`config.mk`:
```
export PLATFORM = sky130hd
export DESIGN_NAME = xadc_drp_temp_sampler_flat
export DESIGN_NICKNAME = d
export VERILOG_FILES = /design/src/rtl/xadc_drp_temp_sampler_if.sv /design/src/rtl/xadc_drp_temp_sampler.sv /design/src/flat_wrapper.sv
export SDC_FILE = /design/constraint.sdc
export NUM_CORES = 1
export LEC_CHECK = 0
export ABC_AREA = 1
export CORE_MARGIN = 1
export CORE_UTILIZATION = 52
export DETAILED_ROUTE_END_ITERATION = 10
export PLACE_DENSITY = 0.9
export RECOVER_POWER = 100
export SETUP_SLACK_MARGIN = 0.4
export SLEW_MARGIN = 40
export SYNTH_ARGS = -nofsm -noshare
export SYNTH_HDL_FRONTEND = slang
export SYNTH_SLANG_ARGS = --single-unit
export TNS_END_PERCENT = 20
```
`constraint.sdc`:
```
create_clock -name clk_i -period 1.91 [get_ports clk_i]
set_input_delay 0.191 -clock clk_i [delete_from_list [all_inputs] [get_ports clk_i]]
set_output_delay 0.191 -clock clk_i [all_outputs]
set_load 0.01 [all_outputs]
```
`src/rtl/xadc_drp_temp_sampler_if.sv`:
```
// -----------------------------------------------------------------------------
// xadc_drp_temp_sampler_if
// Purpose : Groups the XADC dynamic reconfiguration port (DRP) signals and the
//           XADC busy flag that the temperature sampler uses. The sampler acts
//           as DRP master; the XADC primitive (or a bench model) is the slave.
// Signals :
//   daddr_o [6:0]  master -> slave  DRP address
//   den_o          master -> slave  DRP enable, one-cycle pulse per read
//   dwe_o          master -> slave  DRP write enable (never asserted)
//   di_o   [15:0]  master -> slave  DRP write data (never used)
//   do_i   [15:0]  slave  -> master DRP read data, 12-bit code in [15:4]
//   drdy_i         slave  -> master DRP data ready
//   busy_i         slave  -> master XADC busy_out
// The _o/_i suffixes name direction as seen from the sampler.
// -----------------------------------------------------------------------------
interface xadc_drp_temp_sampler_if;
    logic [6:0]  daddr_o;
    logic        den_o;
    logic        dwe_o;
    logic [15:0] di_o;
    logic [15:0] do_i;
    logic        drdy_i;
    logic        busy_i;

    modport master (
        output daddr_o,
        output den_o,
        output dwe_o,
        output di_o,
        input  do_i,
        input  drdy_i,
        input  busy_i
    );

    modport slave (
        input  daddr_o,
        input  den_o,
        input  dwe_o,
        input  di_o,
        output do_i,
        output drdy_i,
        output busy_i
    );
endinterface

```
`src/rtl/xadc_drp_temp_sampler.sv`:
```
// -----------------------------------------------------------------------------
// xadc_drp_temp_sampler
// Purpose : Upstream stage of the XADC temperature monitor. A start pulse
//           launches 2**AVG_LOG2 DRP reads of the temperature status register,
//           the 12-bit codes are summed and averaged (truncating), and the
//           result is published as a 6-bit bucket index with done/timeout
//           flags on dtr_temp_o. The full averaged code is kept on avg_code_o.
// Parameters:
//   TEMP_ADDR      DRP address of the temperature status register
//   AVG_LOG2       log2 of the number of samples averaged (0..4)
//   TIMEOUT_CYCLES max cycles waited for drdy after a read before aborting (>=2)
// Ports   :
//   clk_i       system clock (also the XADC dclk)
//   reset_n_i   asynchronous active-low reset
//   start_i     request pulse, accepted only while idle
//   drp         DRP master port plus XADC busy (see xadc_drp_temp_sampler_if)
//   dtr_temp_o  [7] done pulse, [6] timeout flag, [5:0] bucket index
//   avg_code_o  last successfully averaged 12-bit code
// -----------------------------------------------------------------------------
module xadc_drp_temp_sampler #(
    parameter logic [6:0] TEMP_ADDR      = 7'h00,
    parameter int         AVG_LOG2       = 2,
    parameter int         TIMEOUT_CYCLES = 1024
) (
    input  logic                           clk_i,
    input  logic                           reset_n_i,
    input  logic                           start_i,
    xadc_drp_temp_sampler_if.master        drp,
    output logic [7:0]                     dtr_temp_o,
    output logic [11:0]                    avg_code_o
);

    // Accumulator is wide enough for 2**AVG_LOG2 full-scale codes, so it
    // never wraps. The sample counter must be able to hold 2**AVG_LOG2 itself.
    localparam int ACC_W = 12 + AVG_LOG2;
    localparam int CNT_W = AVG_LOG2 + 1;
    localparam int TMO_W = $clog2(TIMEOUT_CYCLES);

    localparam logic [CNT_W-1:0] NUM_SAMPLES = CNT_W'(32'd1 << AVG_LOG2);
    localparam logic [TMO_W-1:0] TMO_LAST    = TMO_W'(TIMEOUT_CYCLES - 1);

    typedef enum logic [2:0] {
        ST_IDLE      = 3'd0,
        ST_WAIT_BUSY = 3'd1,
        ST_ISSUE     = 3'd2,
        ST_WAIT_DRDY = 3'd3,
        ST_DONE      = 3'd4
    } state_t;

    state_t             state_r;
    logic [ACC_W-1:0]   acc_r;
    logic [CNT_W-1:0]   cnt_r;
    logic [TMO_W-1:0]   tmo_r;
    logic               den_r;
    logic [7:0]         dtr_r;
    logic [11:0]        avg_r;

    logic [11:0]        code_s;
    logic [ACC_W-1:0]   acc_sum_s;
    logic [CNT_W-1:0]   cnt_inc_s;
    logic [11:0]        avg_s;
    logic               unused_do_low_s;

    // The XADC left-justifies its 12-bit code; the low nibble carries nothing.
    assign code_s          = drp.do_i[15:4];
    assign unused_do_low_s = ^drp.do_i[3:0];

    // Running sum including the sample being returned this cycle, so the
    // final average can be registered on the same edge that ends the read.
    assign acc_sum_s = acc_r + ACC_W'(code_s);
    assign cnt_inc_s = cnt_r + CNT_W'(1'b1);
    assign avg_s     = acc_sum_s[11+AVG_LOG2:AVG_LOG2];

    // The sampler only ever reads one fixed register.
    assign drp.daddr_o = TEMP_ADDR;
    assign drp.dwe_o   = 1'b0;
    assign drp.di_o    = 16'h0000;

    assign drp.den_o   = den_r;
    assign dtr_temp_o  = dtr_r;
    assign avg_code_o  = avg_r;

    // Request sequencer: busy gate, per-sample read/response, timeout and
    // publication of the result. All outputs are registered here.
    always_ff @(posedge clk_i or negedge reset_n_i) begin
        if (!reset_n_i) begin
            state_r <= ST_IDLE;
            acc_r   <= '0;
            cnt_r   <= '0;
            tmo_r   <= '0;
            den_r   <= 1'b0;
            dtr_r   <= 8'h00;
            avg_r   <= 12'h000;
        end else begin
            case (state_r)
                ST_IDLE: begin
                    den_r <= 1'b0;
                    if (start_i) begin
                        acc_r   <= '0;
                        cnt_r   <= '0;
                        tmo_r   <= '0;
                        state_r <= ST_WAIT_BUSY;
                    end else begin
                        state_r <= ST_IDLE;
                    end
                end

                // busy_i is honoured only before the first read; later
                // samples in the same request go straight to ISSUE.
                ST_WAIT_BUSY: begin
                    if (drp.busy_i) begin
                        state_r <= ST_WAIT_BUSY;
                    end else begin
                        den_r   <= 1'b1;
                        state_r <= ST_ISSUE;
                    end
                end

                // den_r was raised on entry, so it is high for exactly the
                // one cycle spent here.
                ST_ISSUE: begin
                    den_r   <= 1'b0;
                    tmo_r   <= '0;
                    state_r <= ST_WAIT_DRDY;
                end

                // drdy is checked before the timeout so a response on the
                // last permitted cycle is still accepted.
                ST_WAIT_DRDY: begin
                    if (drp.drdy_i) begin
                        acc_r <= acc_sum_s;
                        cnt_r <= cnt_inc_s;
                        if (cnt_inc_s == NUM_SAMPLES) begin
                            avg_r   <= avg_s;
                            dtr_r   <= {1'b1, 1'b0, avg_s[11:6]};
                            state_r <= ST_DONE;
                        end else begin
                            den_r   <= 1'b1;
                            state_r <= ST_ISSUE;
                        end
                    end else if (tmo_r == TMO_LAST) begin
                        // Abort: bucket and avg_code keep the last good result.
                        dtr_r[7] <= 1'b1;
                        dtr_r[6] <= 1'b1;
                        state_r  <= ST_DONE;
                    end else begin
                        tmo_r <= tmo_r + TMO_W'(1'b1);
                    end
                end

                // Done is a one-cycle pulse; [6:0] hold until the next result.
                ST_DONE: begin
                    dtr_r[7] <= 1'b0;
                    state_r  <= ST_IDLE;
                end

                default: begin
                    den_r   <= 1'b0;
                    dtr_r   <= 8'h00;
                    state_r <= ST_IDLE;
                end
            endcase
        end
    end

endmodule
```
`src/flat_wrapper.sv`:
```
// flat-port wrapper written by rule: the top's interface ports become plain ports
module xadc_drp_temp_sampler_flat 
#(
    parameter logic [6:0] TEMP_ADDR      = 7'h00,
    parameter int         AVG_LOG2       = 2,
    parameter int         TIMEOUT_CYCLES = 1024
)
  (clk_i, reset_n_i, start_i, dtr_temp_o, avg_code_o, drp_daddr_o, drp_den_o, drp_dwe_o, drp_di_o, drp_do_i, drp_drdy_i, drp_busy_i);
  xadc_drp_temp_sampler_if drp_i ();
  input  logic clk_i;
  input  logic reset_n_i;
  input  logic start_i;
  output logic [7:0] dtr_temp_o;
  output logic [11:0] avg_code_o;
  output wire logic [$bits(drp_i.daddr_o)-1:0] drp_daddr_o;
  output wire logic [$bits(drp_i.den_o)-1:0] drp_den_o;
  output wire logic [$bits(drp_i.dwe_o)-1:0] drp_dwe_o;
  output wire logic [$bits(drp_i.di_o)-1:0] drp_di_o;
  input wire logic [$bits(drp_i.do_i)-1:0] drp_do_i;
  input wire logic [$bits(drp_i.drdy_i)-1:0] drp_drdy_i;
  input wire logic [$bits(drp_i.busy_i)-1:0] drp_busy_i;
  assign drp_daddr_o = drp_i.daddr_o;
  assign drp_den_o = drp_i.den_o;
  assign drp_dwe_o = drp_i.dwe_o;
  assign drp_di_o = drp_i.di_o;
  assign drp_i.do_i = drp_do_i;
  assign drp_i.drdy_i = drp_drdy_i;
  assign drp_i.busy_i = drp_busy_i;
  xadc_drp_temp_sampler #(.TEMP_ADDR(TEMP_ADDR), .AVG_LOG2(AVG_LOG2), .TIMEOUT_CYCLES(TIMEOUT_CYCLES)) u_core (.clk_i(clk_i), .reset_n_i(reset_n_i), .start_i(start_i), .drp(drp_i), .dtr_temp_o(dtr_temp_o), .avg_code_o(avg_code_o));
endmodule
```
==> impl_metrics.tcl <==
set metrics [dict create \
    fin_nets 538 \
    clock_tree.root_cell "clkbuf_8" \
    htree_levels 2 \
    ys.flop_type "dfrtp_1" \
    synth_cell_type_count 35 \
    ir_drop_uv 648 \
    netlist_area_sq_um 3240 \
    p_leak_nw 2.16 \
    area_growth_pct 22.9 \
    grt_pass1_vias 2827 \
    hpwlAfterDp_um 5330 \
    cts_buffers 5 \
    gp_congestion 0.918 \
    ys_seq_area_share_pct 39.4 \
    die_w_um 80.9 \
    clock-skew-final_ns 0.00714 \
    synth_cells 439 \
    drt_iter0_drc 247 \
    grt_pass1_wl_um 12900 \
    setup_viol 0 \
    drcViolationCount 0 \
    crit_arrival_ns 2.07 \
    hold_violations 0 \
    power_mw 4.87 \
    fin_crit_ns 1.88 \
    layout-drive-gt1-share_pct 12.7 \
    run_status "finished, final reports clean" \
    hp-class "primary input to register" \
    cts.path.max_buffers 2 \
    via_per_inst 5.40 \
    start_util_pct 54.4 \
    worst_pin_slew_ns 1.24 \
    fin_area_sq_um 3980 \
    routed_wl_um 8380 \
    synth_edf_count 0 \
    required_ns 2.09 \
    boundaryPins 66 \
    drt_pass1_iterations 5 \
    core_area_sq_um 5960 \
    slew_viol_final 0 \
    core.rowCount 28 \
    io_buffers 37 \
    clock-sinks 51 \
    grt_max_degree 32 \
    post_drt_wl_per_cell_um 14.5 \
    yosys_register_bits 51 \
    cp-start-kind "register" \
    die_area_sq_um 6550 \
    antenna_found_initial 0 \
    vias 3118 \
    diodes 0 \
    endpoint_kind "register" \
    cts_tree "built" \
    finalWorstSetupSlack_ns 0.0275 \
    n_fill_cell 483 \
    fin_crit_sh_pct 98.6 \
    rsz0062_at_grt "true" \
    clkSlewWorstSetupHoldPaths_ns 0.10 \
    ant_nets 0 \
    path_class "register to register" \
    fmax_ghz 0.531 \
    avgSynthCellArea_sq_um 7.38 \
    insertion_delay_ns 0.31 \
    die_h_um 80.9 \
    synthArstFlopShare_pct 100 \
    grt_overflow_total 0 \
    yosys_warnings 0 \
    maxSlewHeadroom_pct 17.4 \
    grt_usage_pct 25.9 \
    dpl-instance-area_sq_um 3650 \
    path_max_fanout 4 \
    powerDensity_nw_per_um2 1220 \
    pre_cts_ws_ns -0.160 \
    cap_violations 0 \
]
[what timing repair did]
action / in CTS / in global routing
hold buffers: 1 / 0
buffers inserted: 7 / 5
resized for setup: 17 / 17
hold endpoints to repair: 20 / 0
endpoints found under the setup margin: 46 / 49
cloned: 0 / 3
pin swaps: 7 / 3
[per-stage QoR]
step,TNS (ns),utilization [%],hold slack [ns],std cells
3_5_place_dp,-1.63,61.2,0.193,553
6_report,0,66.8,0.487,577
5_1_grt,-0.0979,66.8,0.513,577
3_3_place_gp,-1.14,61.2,0.184,553
2_1_floorplan,0,-,-0.105,462
4_1_cts,0,65.9,0.395,569
[logic make-up (layout without fill, tap and decap cells)]
group / count (synthesis) / in the layout / share of synthesized area, %
and+or+nand+nor: 230 / 233 / 30.7
adders and majority gates: 16 / 16 / 6.41
AOI/OAI and AO/OA: 49 / 49 / 8.19
xor gates and xnor gates: 5 / 5 / 1.35
buffers and inverters: 87 / 124 / 13.8
other: 1 / 24 / 0.116
DFF: 51 / 51 / 39.4
[where the power goes]
group          internal [mW]  switching (mW)
Clock                  0.524           0.381
Combinational          0.905            1.52
Sequential              1.33           0.207
[cells in the final DEF, fill, tap and decap left out, types with 3 or more instances in the layout]
cell type	synthesis	routed
nand3_1	33	27
buf_4	25	18
dlygate4sd3_1	0	22
nand3_2	0	6
inv_2	3	6
xor2_1	3	3
inv_1	52	49
ha_1	15	13
nor2_1	27	26
nand2_1	149	146
o21ai_1	1	3
clkbuf_8	0	5
clkdlybuf4s50_1	0	15
dfrtp_1	51	51
o21ai_0	29	26
nand4_1	5	5
a21oi_1	12	11
nand3b_1	4	4
or2_2	4	4
nand2_2	1	5
conb_1	1	24
[flip-flops by register name, summed over array words and instances (netlist names)]
signal             flops
u_core.acc_r          14
u_core.avg_code_o     12
u_core.tmo_r          10
u_core.dtr_temp_o      8
u_core.cnt_r           3
u_core.state_r         3
u_core.drp.den_o       1
[Yosys cell counts (all sizes together), types with 2 or more instances]
| master | number | share of area [%] |
|---|---|---|
| nand2 | 150 | 17 |
| a22o | 2 | 0.54 |
| xnor2 | 2 | 0.54 |
| clkbuf | 2 | 0.27 |
| buf | 29 | 7.0 |
| nand3b | 4 | 0.93 |
| ha | 15 | 5.8 |
| nand3 | 34 | 5.6 |
| nor2 | 29 | 4.1 |
| a21oi | 12 | 1.9 |
| nand4 | 5 | 0.97 |
| xor2 | 3 | 0.81 |
| dfrtp | 51 | 39 |
| inv | 56 | 6.6 |
| nor3 | 3 | 0.62 |
| o21bai | 2 | 0.46 |
| or2 | 4 | 0.77 |
| o21ai | 31 | 4.9 |
[per-layer routing]
metal / part of all wire [%] / track usage [%] / wire length [um]
met3: 6.6 / 4.04 / 555
met4: 3.6 / 10.7 / 305
met2: 49 / 43.8 / 4120
met5: 0 / 0 / 0
met1: 41 / 33.0 / 3400
[layout make-up]
cell class	instances	area, sq um	share of cell area [%]
Timing Repair Buffer	60	549	13.8
Tap cell	75	93.8	2.36
Clock buffer	6	72.6	1.82
Multi-Input combinational cell	327	1710	43.0
Clock inverter	2	60.1	1.51
Inverter	56	215	5.41
Sequential cell	51	1280	32.1
[final timing paths]
kind,startpoint,endpoint,slack [ns],cells after the start
worst max-delay path,u_core.acc_r[0],u_core.avg_code_o[2],0.03,9
worst min-delay path,drp_busy_i,u_core.state_r[1],0.49,2
worst max register to register,u_core.acc_r[0],u_core.avg_code_o[2],0.03,9
worst min register to register,u_core.dtr_temp_o[2],u_core.dtr_temp_o[2],0.49,2
max in group asynchronous,reset_n_i,u_core.acc_r[5],0.50,3
min in group asynchronous,reset_n_i,u_core.avg_code_o[3],0.65,2
[critical path, stage by stage, from the launching register on]
cell and delay, ns:
dfrtp_1 0.37, ha_1 0.19, inv_2 0.04, fa_2 0.33
inv_2 0.09, nand2_4 0.06, o21ai_4 0.18, clkbuf_4 0.18
xnor2_1 0.17, a21oi_1 0.15
No activity file was read; power rests on OpenSTA's default activity.
